### src/rtl/mdu_pkg.sv
// mdu_pkg: shared multiply/divide unit encodings and limits.
package mdu_pkg;
  typedef enum logic [2:0] {
    OP_MUL    = 3'b000,
    OP_MULH   = 3'b001,
    OP_MULHSU = 3'b010,
    OP_MULHU  = 3'b011
  } mul_op_t;
  localparam int MUL_MAX_STAGES = 4;
endpackage

### src/rtl/mul_pipe_if.sv
// mul_pipe_if: operand/hazard/result bundle between the MDU pipeline and its surroundings.
interface mul_pipe_if #(parameter int XLEN = 32);
  logic              Stall;
  logic              Flush;
  logic              ValidIn;
  logic [2:0]        Funct3;
  logic [XLEN-1:0]   SrcA;
  logic [XLEN-1:0]   SrcB;
  logic              ValidOut;
  logic [2*XLEN-1:0] ProdOut;
  logic [XLEN-1:0]   Result;
  logic              Busy;
  modport master (output Stall, Flush, ValidIn, Funct3, SrcA, SrcB,
                  input  ValidOut, ProdOut, Result, Busy);
  modport slave  (input  Stall, Flush, ValidIn, Funct3, SrcA, SrcB,
                  output ValidOut, ProdOut, Result, Busy);
endinterface

### src/rtl/flopenrc.sv
// flopenrc: enabled register with synchronous clear and asynchronous active-low reset.
module flopenrc #(
  parameter int W = 8
) (
  input  logic         clk,
  input  logic         reset,
  input  logic         en,
  input  logic         clr,
  input  logic [W-1:0] d,
  output logic [W-1:0] q
);
  always_ff @(posedge clk or negedge reset)
    if (!reset) q <= '0;
    else if (clr) q <= '0;
    else if (en) q <= d;
endmodule

### src/rtl/mul_ppgen.sv
// mul_ppgen: four signed partial products whose sum is the RV M-extension product.
module mul_ppgen
  import mdu_pkg::*;
#(
  parameter int XLEN = 32
) (
  input  logic [XLEN-1:0]   SrcA,
  input  logic [XLEN-1:0]   SrcB,
  input  logic [2:0]        Funct3,
  output logic [2*XLEN-1:0] pp1,
  output logic [2*XLEN-1:0] ppa,
  output logic [2*XLEN-1:0] ppb,
  output logic [2*XLEN-1:0] ppm
);
  localparam int W = 2 * XLEN;
  logic [W-1:0] a_l, b_l, pa, pb, pm;
  logic         a_m, b_m, rsv;
  always_comb begin
    a_m = SrcA[XLEN-1];
    b_m = SrcB[XLEN-1];
    a_l = {{(XLEN+1){1'b0}}, SrcA[XLEN-2:0]};
    b_l = {{(XLEN+1){1'b0}}, SrcB[XLEN-2:0]};
    pa  = a_m ? b_l << (XLEN-1) : '0;
    pb  = b_m ? a_l << (XLEN-1) : '0;
    pm  = {1'b0, a_m & b_m, {(W-2){1'b0}}};
    // Reserved encodings yield a zero product while still travelling as valid
    rsv = Funct3[2];
    pp1 = rsv ? '0 : a_l * b_l;
    ppa = rsv ? '0 : (Funct3 == OP_MULH || Funct3 == OP_MULHSU) ? -pa : pa;
    ppb = rsv ? '0 : (Funct3 == OP_MULH) ? -pb : pb;
    ppm = rsv ? '0 : (Funct3 == OP_MULHSU) ? -pm : pm;
  end
endmodule

### src/rtl/mul_pipe.sv
// mul_pipe: STAGES-deep RV M-extension multiplier carrying valid and Funct3 with the data.
module mul_pipe
  import mdu_pkg::*;
#(
  parameter int XLEN   = 32,
  parameter int STAGES = 2
) (
  input logic       clk,
  input logic       reset,
  mul_pipe_if.slave bus
);
  localparam int W  = 2 * XLEN;
  localparam int PW = W + 4;
  logic [W-1:0]      pp1, ppa, ppb, ppm;
  logic [STAGES-1:0] vld;
  logic [PW-1:0]     out_q;
  logic              en;
  assign en = ~bus.Stall;
  mul_ppgen #(.XLEN(XLEN)) u_ppgen (
    .SrcA(bus.SrcA), .SrcB(bus.SrcB), .Funct3(bus.Funct3),
    .pp1(pp1), .ppa(ppa), .ppb(ppb), .ppm(ppm)
  );
  if (STAGES == 1) begin : g_one
    logic [PW-1:0] s_d;
    always_comb s_d = {bus.ValidIn, bus.Funct3, pp1 + ppa + ppb + ppm};
    flopenrc #(.W(PW)) u_s (.clk(clk), .reset(reset), .en(en), .clr(bus.Flush), .d(s_d), .q(out_q));
    assign vld[0] = out_q[PW-1];
  end else begin : g_multi
    logic [4*W+3:0] s1_d, s1_q;
    logic [PW-1:0]  s2_d;
    logic [PW-1:0]  s_q [2:STAGES];
    always_comb begin
      s1_d = {bus.ValidIn, bus.Funct3, pp1, ppa, ppb, ppm};
      s2_d = {s1_q[4*W+3:4*W],
              s1_q[4*W-1:3*W] + s1_q[3*W-1:2*W] + s1_q[2*W-1:W] + s1_q[W-1:0]};
    end
    flopenrc #(.W(4*W+4)) u_s1 (.clk(clk), .reset(reset), .en(en), .clr(bus.Flush), .d(s1_d), .q(s1_q));
    flopenrc #(.W(PW)) u_s2 (.clk(clk), .reset(reset), .en(en), .clr(bus.Flush), .d(s2_d), .q(s_q[2]));
    for (genvar i = 3; i <= STAGES; i++) begin : g_dly
      flopenrc #(.W(PW)) u_s (.clk(clk), .reset(reset), .en(en), .clr(bus.Flush), .d(s_q[i-1]), .q(s_q[i]));
    end
    for (genvar i = 2; i <= STAGES; i++) begin : g_vld
      assign vld[i-1] = s_q[i][PW-1];
    end
    assign vld[0] = s1_q[4*W+3];
    assign out_q  = s_q[STAGES];
  end
  always_comb begin
    bus.ValidOut = out_q[PW-1];
    bus.ProdOut  = out_q[W-1:0];
    bus.Result   = (out_q[W+2:W] == OP_MUL) ? out_q[XLEN-1:0] : out_q[W-1:XLEN];
    bus.Busy     = |vld;
  end
endmodule

### src/flat_wrapper.sv
// flat-port wrapper written by rule: the top's interface ports become plain ports
module mul_pipe_flat import mdu_pkg::*;
#(
  parameter int XLEN   = 32,
  parameter int STAGES = 2
)
  (clk, reset, bus_Stall, bus_Flush, bus_ValidIn, bus_Funct3, bus_SrcA, bus_SrcB, bus_ValidOut, bus_ProdOut, bus_Result, bus_Busy);
  mul_pipe_if #(.XLEN(XLEN)) bus_i ();
  input logic clk;
  input logic reset;
  input wire logic [$bits(bus_i.Stall)-1:0] bus_Stall;
  input wire logic [$bits(bus_i.Flush)-1:0] bus_Flush;
  input wire logic [$bits(bus_i.ValidIn)-1:0] bus_ValidIn;
  input wire logic [$bits(bus_i.Funct3)-1:0] bus_Funct3;
  input wire logic [$bits(bus_i.SrcA)-1:0] bus_SrcA;
  input wire logic [$bits(bus_i.SrcB)-1:0] bus_SrcB;
  output wire logic [$bits(bus_i.ValidOut)-1:0] bus_ValidOut;
  output wire logic [$bits(bus_i.ProdOut)-1:0] bus_ProdOut;
  output wire logic [$bits(bus_i.Result)-1:0] bus_Result;
  output wire logic [$bits(bus_i.Busy)-1:0] bus_Busy;
  assign bus_i.Stall = bus_Stall;
  assign bus_i.Flush = bus_Flush;
  assign bus_i.ValidIn = bus_ValidIn;
  assign bus_i.Funct3 = bus_Funct3;
  assign bus_i.SrcA = bus_SrcA;
  assign bus_i.SrcB = bus_SrcB;
  assign bus_ValidOut = bus_i.ValidOut;
  assign bus_ProdOut = bus_i.ProdOut;
  assign bus_Result = bus_i.Result;
  assign bus_Busy = bus_i.Busy;
  mul_pipe #(.XLEN(XLEN), .STAGES(STAGES)) u_core (.clk(clk), .reset(reset), .bus(bus_i));
endmodule
### config.mk
export PLATFORM = sky130hd
export DESIGN_NAME = mul_pipe_flat
export DESIGN_NICKNAME = d
export VERILOG_FILES = /design/src/rtl/mdu_pkg.sv /design/src/rtl/mul_pipe_if.sv /design/src/rtl/flopenrc.sv /design/src/rtl/mul_ppgen.sv /design/src/rtl/mul_pipe.sv /design/src/flat_wrapper.sv
export SDC_FILE = /design/constraint.sdc
export NUM_CORES = 2
export LEC_CHECK = 0
export BUFFER_PORTS_ARGS = -buffer_cell sky130_fd_sc_hd__buf_2
export CAP_MARGIN = 40
export CORE_ASPECT_RATIO = 0.8
export CORE_MARGIN = 2
export CORE_UTILIZATION = 50
export DETAILED_ROUTE_END_ITERATION = 8
export GPL_ROUTABILITY_DRIVEN = 0
export PLACE_DENSITY_LB_ADDON = 0.08
export SYNTH_ARGS = -nofsm -noshare
export SYNTH_HDL_FRONTEND = slang
export SYNTH_SLANG_ARGS = --single-unit
### constraint.sdc
create_clock -name clk -period 11.2 [get_ports clk]
set_input_delay 2.24 -clock clk [delete_from_list [all_inputs] [get_ports clk]]
set_output_delay 2.24 -clock clk [all_outputs]
set_load 0.1 [all_outputs]
# --- After elaboration in Yosys (flattened, before gate mapping) ---
# Index checks and enable logic that the tools add are counted.
# Widths: inputs -> output; s select.
op_classes:
  n_addsub: 6
  bitwise: 1
  mux: 14
  reduce_logical: 3
  mul: 1
  eq_ne: 3
ops:
  columns: ["operator", "count"]
  rows:
  - ["$mux 260", 2]
  - ["$mux 64", 6]
  - ["$add 64x64->64", 3]
  - ["$mux 62", 3]
  - ["$mux 68", 2]
  - ["$neg 62->64", 2]
  - ["$neg 63->64", 1]
  - ["$mul 31x31->62", 1]
  - ["$mux 32", 1]
  - ["$eq 3x1->1 const B", 1]
  - ["$eq 3x2->1 const B", 1]
  - ["$logic_not 3->1", 1]
  - ["$ne 2x1->1 const B", 1]
  - ["$reduce_or 2->1", 1]
  - ["$and 1x1->1", 1]
  - ["$logic_or 1x1->1", 1]
word_totals:
  register_bits: 328
  elab_cells: 30
  output_inout_bits: 98

# --- Longest topological paths before layout ---
depth:
  depth_word: 6
  depth_mapped: 31
  ltp_nobuf: 28

# --- Hierarchy ---
# Synthesis repeated with hierarchy kept, for this count alone.
hier_totals:
  hier_cells: 6104
  hier_area_um2: 55555.8
by_module_without_submodules:
  columns: ["module", "cells_each", "area_each_um2", "n_inst"]
  rows:
  - ["mul_ppgen", 4023, 34349.2, 1]
  - ["flopenrc (u_core.g_multi.u_s1)", 838, 10542.6, 1]
  - ["mul_pipe", 1023, 7898.8, 1]
  - ["flopenrc (u_core.g_multi.u_s2)", 220, 2765.2, 1]

# --- Worst setup path before layout ---
# OpenSTA, ideal clock, no wires.
synth_path:
  path_type: "input to register"
  start: "input port bus_SrcA[12]"
  end: "register u_core.g_multi.u_s1.q[252]"
  setup_ns: 0.122
  stages: 29
  setup_slack_ns: 1.599
  t_arrival_ns: 9.479
  n_path_buf: 3
  path_cell_list: "clkbuf_1 -> clkbuf_1 -> and2_1 -> fa_1 -> fa_1 -> fa_1 -> inv_1 -> fa_1 -> inv_1 -> fa_1 -> inv_1 -> fa_1 -> inv_1 -> fa_1 -> inv_1 -> fa_1 -> inv_1 -> ha_1 -> buf_2 -> a21oi_1 -> o21a_1 -> a2111oi_0 -> a211oi_1 -> a21oi_1 -> a31oi_1 -> o31a_1 -> o41ai_4 -> mux2i_1 -> nand2_1"
synth_via:
  elab_chain_cells: 4
synth_lines:
  columns: ["element", "line", "text"]
  rows:
  - ["start: declaration", "flat_wrapper.sv:15", "input wire logic [$bits(bus_i.SrcA)-1:0] bus_SrcA;"]
  - ["$mul 31x31->62", "mul_ppgen.sv:28", "pp1 = rsv ? '0 : a_l * b_l;"]
  - ["$mux 62", "mul_ppgen.sv:28", null]
  - ["$mux 260", "flopenrc.sv:15", "else if (en) q <= d;"]
  - ["$mux 260", "flopenrc.sv:14", "else if (clr) q <= '0;"]
  - ["end signal: assignment", "flopenrc.sv:13", "if (!reset) q <= '0;"]
  - ["end signal: assignment", "flopenrc.sv:14", null]
  - ["end signal: assignment", "flopenrc.sv:15", null]
  - ["end: declaration", "flopenrc.sv:10", "output logic [W-1:0] q"]
# Every way passes these cells. The select of a mux whose other input is x is not followed.
# A chain may end at the register's enable or synchronous reset.

# --- Final worst setup path ---
layout_path:
  start: "input port bus_SrcB[8]"
  end: "register u_core.g_multi.u_s1.q[251]"
layout_via:
  elab_chain_cells: 4
layout_lines:
  columns: ["element", "line", "text"]
  rows:
  - ["start: declaration", "flat_wrapper.sv:16", "input wire logic [$bits(bus_i.SrcB)-1:0] bus_SrcB;"]
  - ["$mul 31x31->62", "mul_ppgen.sv:28", null]
  - ["$mux 62", "mul_ppgen.sv:28", null]
  - ["$mux 260", "flopenrc.sv:15", null]
  - ["$mux 260", "flopenrc.sv:14", null]
# Every way passes these cells. The select of a mux whose other input is x is not followed.

==> summary.log <==
qor: outcome.status finished, final reports clean
qor: logic_synthesis.number_of_enable_type_register_cells_in_the_synthesized_netlist 0
qor: route.vias_per_cell 5.37
qor: clock_tree.cts_tree done
qor: logic_synthesis.dominantRegCellSynth dfrtp_1
qor: route.detailed_route_iter0_violations 2,386
qor: setup_path.rrSetupSlack 6.56 ns
qor: sta.setup_viol 0
qor: logic_synthesis.syn-instance-count 5,062
qor: clock_tree.ctsRootBufferMaster clkbuf_16
qor: clock_tree.cts_resized 0
qor: floorplanning.die_x 339 um
qor: global_routing.track_usage 0.298
qor: sta.worst_pin_slew 0.911 ns
qor: logic_synthesis.async_sr_flop_fraction 1.00
qor: final_layout.numnets_final 6,218
qor: sta.relSlewSlack 0.393
qor: global_routing.via_count_of_the_first_global_routing_pass 35,000
qor: logic_synthesis.synthesis.nets 6,324
qor: floorplanning.floorplan.io_pins 170
qor: floorplanning.die_area 92,000 sq um
qor: setup_path.worstSetupStartpointType input pin
qor: sta.fin_setup_tns 0 ns
qor: setup_path.path_delay_family adder cells
qor: floorplanning.die_height 272 um
qor: logic_synthesis.synth_area_per_cell 8.85 sq um
qor: logic_synthesis.synth-seq-area-share 0.113
qor: sta.final_count_of_pins_violating_max_slew 0
qor: worst_hold_path.holdCritPathClass reg -> reg
qor: logic_synthesis.ys_top_cells_by_area fa_1 39%, dfrtp_1 11%, ha_1 9.0%, inv_1 8.6%, and2_1 7.1%
qor: global_routing.grt_overflow 0
qor: logic_synthesis.ys.warnings.count 0
qor: setup_path.critPathCaptureType flop
qor: global_routing.grt_first_pass_wirelength 211,000 um
qor: sta.clock.fmax 0.0994 GHz
qor: logic_synthesis.synthDistinctLibCells 69
qor: sta.rsz0062_at_grt no
qor: logic_synthesis.synth_largest_type_area_fraction 0.388
qor: route.first_pass_iters 6
qor: setup_path.cp.arrival 10.47 ns
qor: clock_tree.ctsLongestPathBuffers 3
qor: route.avgRoutedWirePerCell 21.6 um
qor: clock_tree.cts_made_buffers 21
qor: sta.hold_viol 0
qor: setup_path.critical_path.n_buffers_inverters 8
qor: clock_tree.cts_hold_buf 0
qor: route.postRouteAntennaNets 0
qor: place.input_output_buffers 169
qor: setup_path.critPathRequiredTime 11.60 ns
qor: run.max_cap_violations 0
qor: route.remaining_drc_errors 0
qor: setup_path.crit_path_max_fanout 25
qor: sta.timing.final.crit_period 10.06 ns
qor: clock_tree.clk_transition_reported_paths 0.07 ns
qor: clock_tree.htree_num_levels 1
qor: global_routing.grt_start_max_net_pins 89
qor: setup_path.path_class in -> reg
qor: sta.fin_crit_sh 0.898
qor: clock_tree.postCtsSetupRepairBufs 0
qor: setup_path.critPathSlowestCell fa_1
qor: logic_synthesis.netlist_area 44,800 sq um
qor: route.totalWireLength 134,000 um
qor: setup_path.critical_path.most_common_cell fa_1
qor: floorplanning.floorplan.core_area 89,000 sq um
qor: final_layout.syn_to_final_growth 4.76%
qor: global_routing.antenna_found_initial 27
qor: clock_tree.insertion_delay_to_the_later_sink_of_the_worst_skew_pair 0.54 ns
qor: place.dpl.hpwl 109,000 um
qor: setup_path.critical-path-max-stage-delay 0.58 ns
qor: floorplanning.initial_standard_cell_utilization_of_the_core 0.503
qor: clock_tree.tritoncts_num_sinks 202
qor: logic_synthesis.ys_ff_latch 202
qor: logic_synthesis.netlist.top_cell.by_area fa_1
qor: final_layout.drive_gt1_frac 0.0686
qor: route.route.vias.total 33,200
qor: sta.clock_skew 0.0286 ns
qor: floorplanning.core.rowCount 98
cells in the mapped netlist (7+ instances only):
master / n
o21a_1: 13
a21oi_1: 126
nand4_1: 26
and3_1: 18
clkbuf_1: 314
a21o_1: 84
nor2b_1: 12
mux2i_1: 54
mux2_2: 32
a32o_1: 11
nand2b_1: 13
buf_4: 64
fa_1: 869
nor4_1: 8
and2_1: 506
ha_1: 321
or4_1: 7
nor2_1: 153
buf_1: 8
a211oi_1: 14
or3_1: 16
xor2_1: 49
nand3_1: 16
a22o_1: 18
o21ai_0: 151
dfrtp_1: 202
nor3_1: 26
inv_1: 1023
a31oi_1: 21
o31ai_1: 20
o21bai_1: 19
nand2_1: 690
xnor2_1: 74
sequential cells by signal (all words and copies together), names as in the netlist:
name and count:
u_core.g_multi.u_s2.q 68, u_core.g_multi.u_s1.q 134
worst min-delay path, cell delays in order, from the launching register on:
cell	delay [ns]
dfrtp_1	0.35
nand2_1	0.05
o21ai_0	0.06
cell type report:
| cell class | instances | area (sq um) |
|---|---|---|
| Fill cell | 8586 | 42100 |
| Multi-Input combinational cell | 3447 | 34200 |
| Sequential cell | 202 | 5050 |
| Inverter | 1023 | 3840 |
| Timing Repair Buffer | 261 | 1620 |
| Tap cell | 1200 | 1500 |
| Clock buffer | 30 | 599 |
| Clock inverter | 6 | 66.3 |
| Antenna cell | 14 | 35.0 |
routing by layer:
metal | vias up | track usage | share of wire
met2 | 996 | 0.457 | 0.44
li1 | 15000 | - | -
met1 | 17000 | 0.429 | 0.45
met5 | - | 0 | 0.00048
met4 | 10 | 0.0939 | 0.035
met3 | 200 | 0.0562 | 0.070
path summary, 6_finish.rpt:
path,to,cells past startpoint,startpoint
min in group asynchronous,u_core.g_multi.u_s1.q[125],1,reset
worst min register to register,u_core.g_multi.u_s1.q[176],2,u_core.g_multi.u_s1.q[176]
max in group asynchronous,u_core.g_multi.u_s2.q[10],4,reset
worst max-delay path,u_core.g_multi.u_s1.q[251],27,bus_SrcB[8]
worst max register to register,u_core.g_multi.u_s2.q[62],16,u_core.g_multi.u_s1.q[160]
worst min-delay path,u_core.g_multi.u_s1.q[176],2,u_core.g_multi.u_s1.q[176]
stage by stage:
step,util,setup slack (ns),instance area (sq um),hold WS [ns],instances
6_report,0.527,1.14,46900,0.483,6183
5_1_grt,0.527,0.837,46900,0.509,6178
4_1_cts,0.527,1.25,46900,0.485,6169
3_5_place_dp,0.519,0.701,46200,0.470,6133
3_3_place_gp,0.518,0.727,46100,0.463,6128
2_1_floorplan,-,1.60,44800,0.449,5062
kinds of logic (layout without fill, tap and decap cells):
family	Yosys count	count (layout)	share of synthesized area
muxes	86	86	0.0201
buffers and inverters	1413	1320	0.124
adders and majority gates	1190	1190	0.478
AOI/OAI and AO/OA	541	541	0.0778
and+or+nand+nor	1507	1507	0.163
other	0	14	0
xor gates and xnor gates	123	123	0.0240
DFF	202	202	0.113
layout by cell type, fill, tap and decap left out, types with 5 or more instances in the layout:
cell and instances:
a2111oi_0 5, nor2_1 152, nor4_1 8, and3_1 18
buf_2 167, nor3_1 24, dfrtp_1 202, o31ai_1 20
or3_1 15, clkbuf_1 5, or4_1 7, clkbuf_8 5
o21ai_0 151, a211o_1 5, nand4_1 26, mux2i_1 54
a211oi_1 14, o21a_1 13, clkbuf_16 21, ha_1 321
a32o_1 11, nor2b_1 12, fa_1 869, xor2_1 49
a22o_1 18, nand2_1 690, o21bai_1 19, diode_2 14
xnor2_1 74, and2_1 506, a21o_1 84, a31oi_1 21
inv_1 1023, nand3_1 16, mux2_2 32, nand2b_1 13
o41ai_1 5, a21oi_1 125, buf_4 89
Power is not shown: default switching activity piles up to over one toggle a cycle in this logic, so the estimate is an artifact.
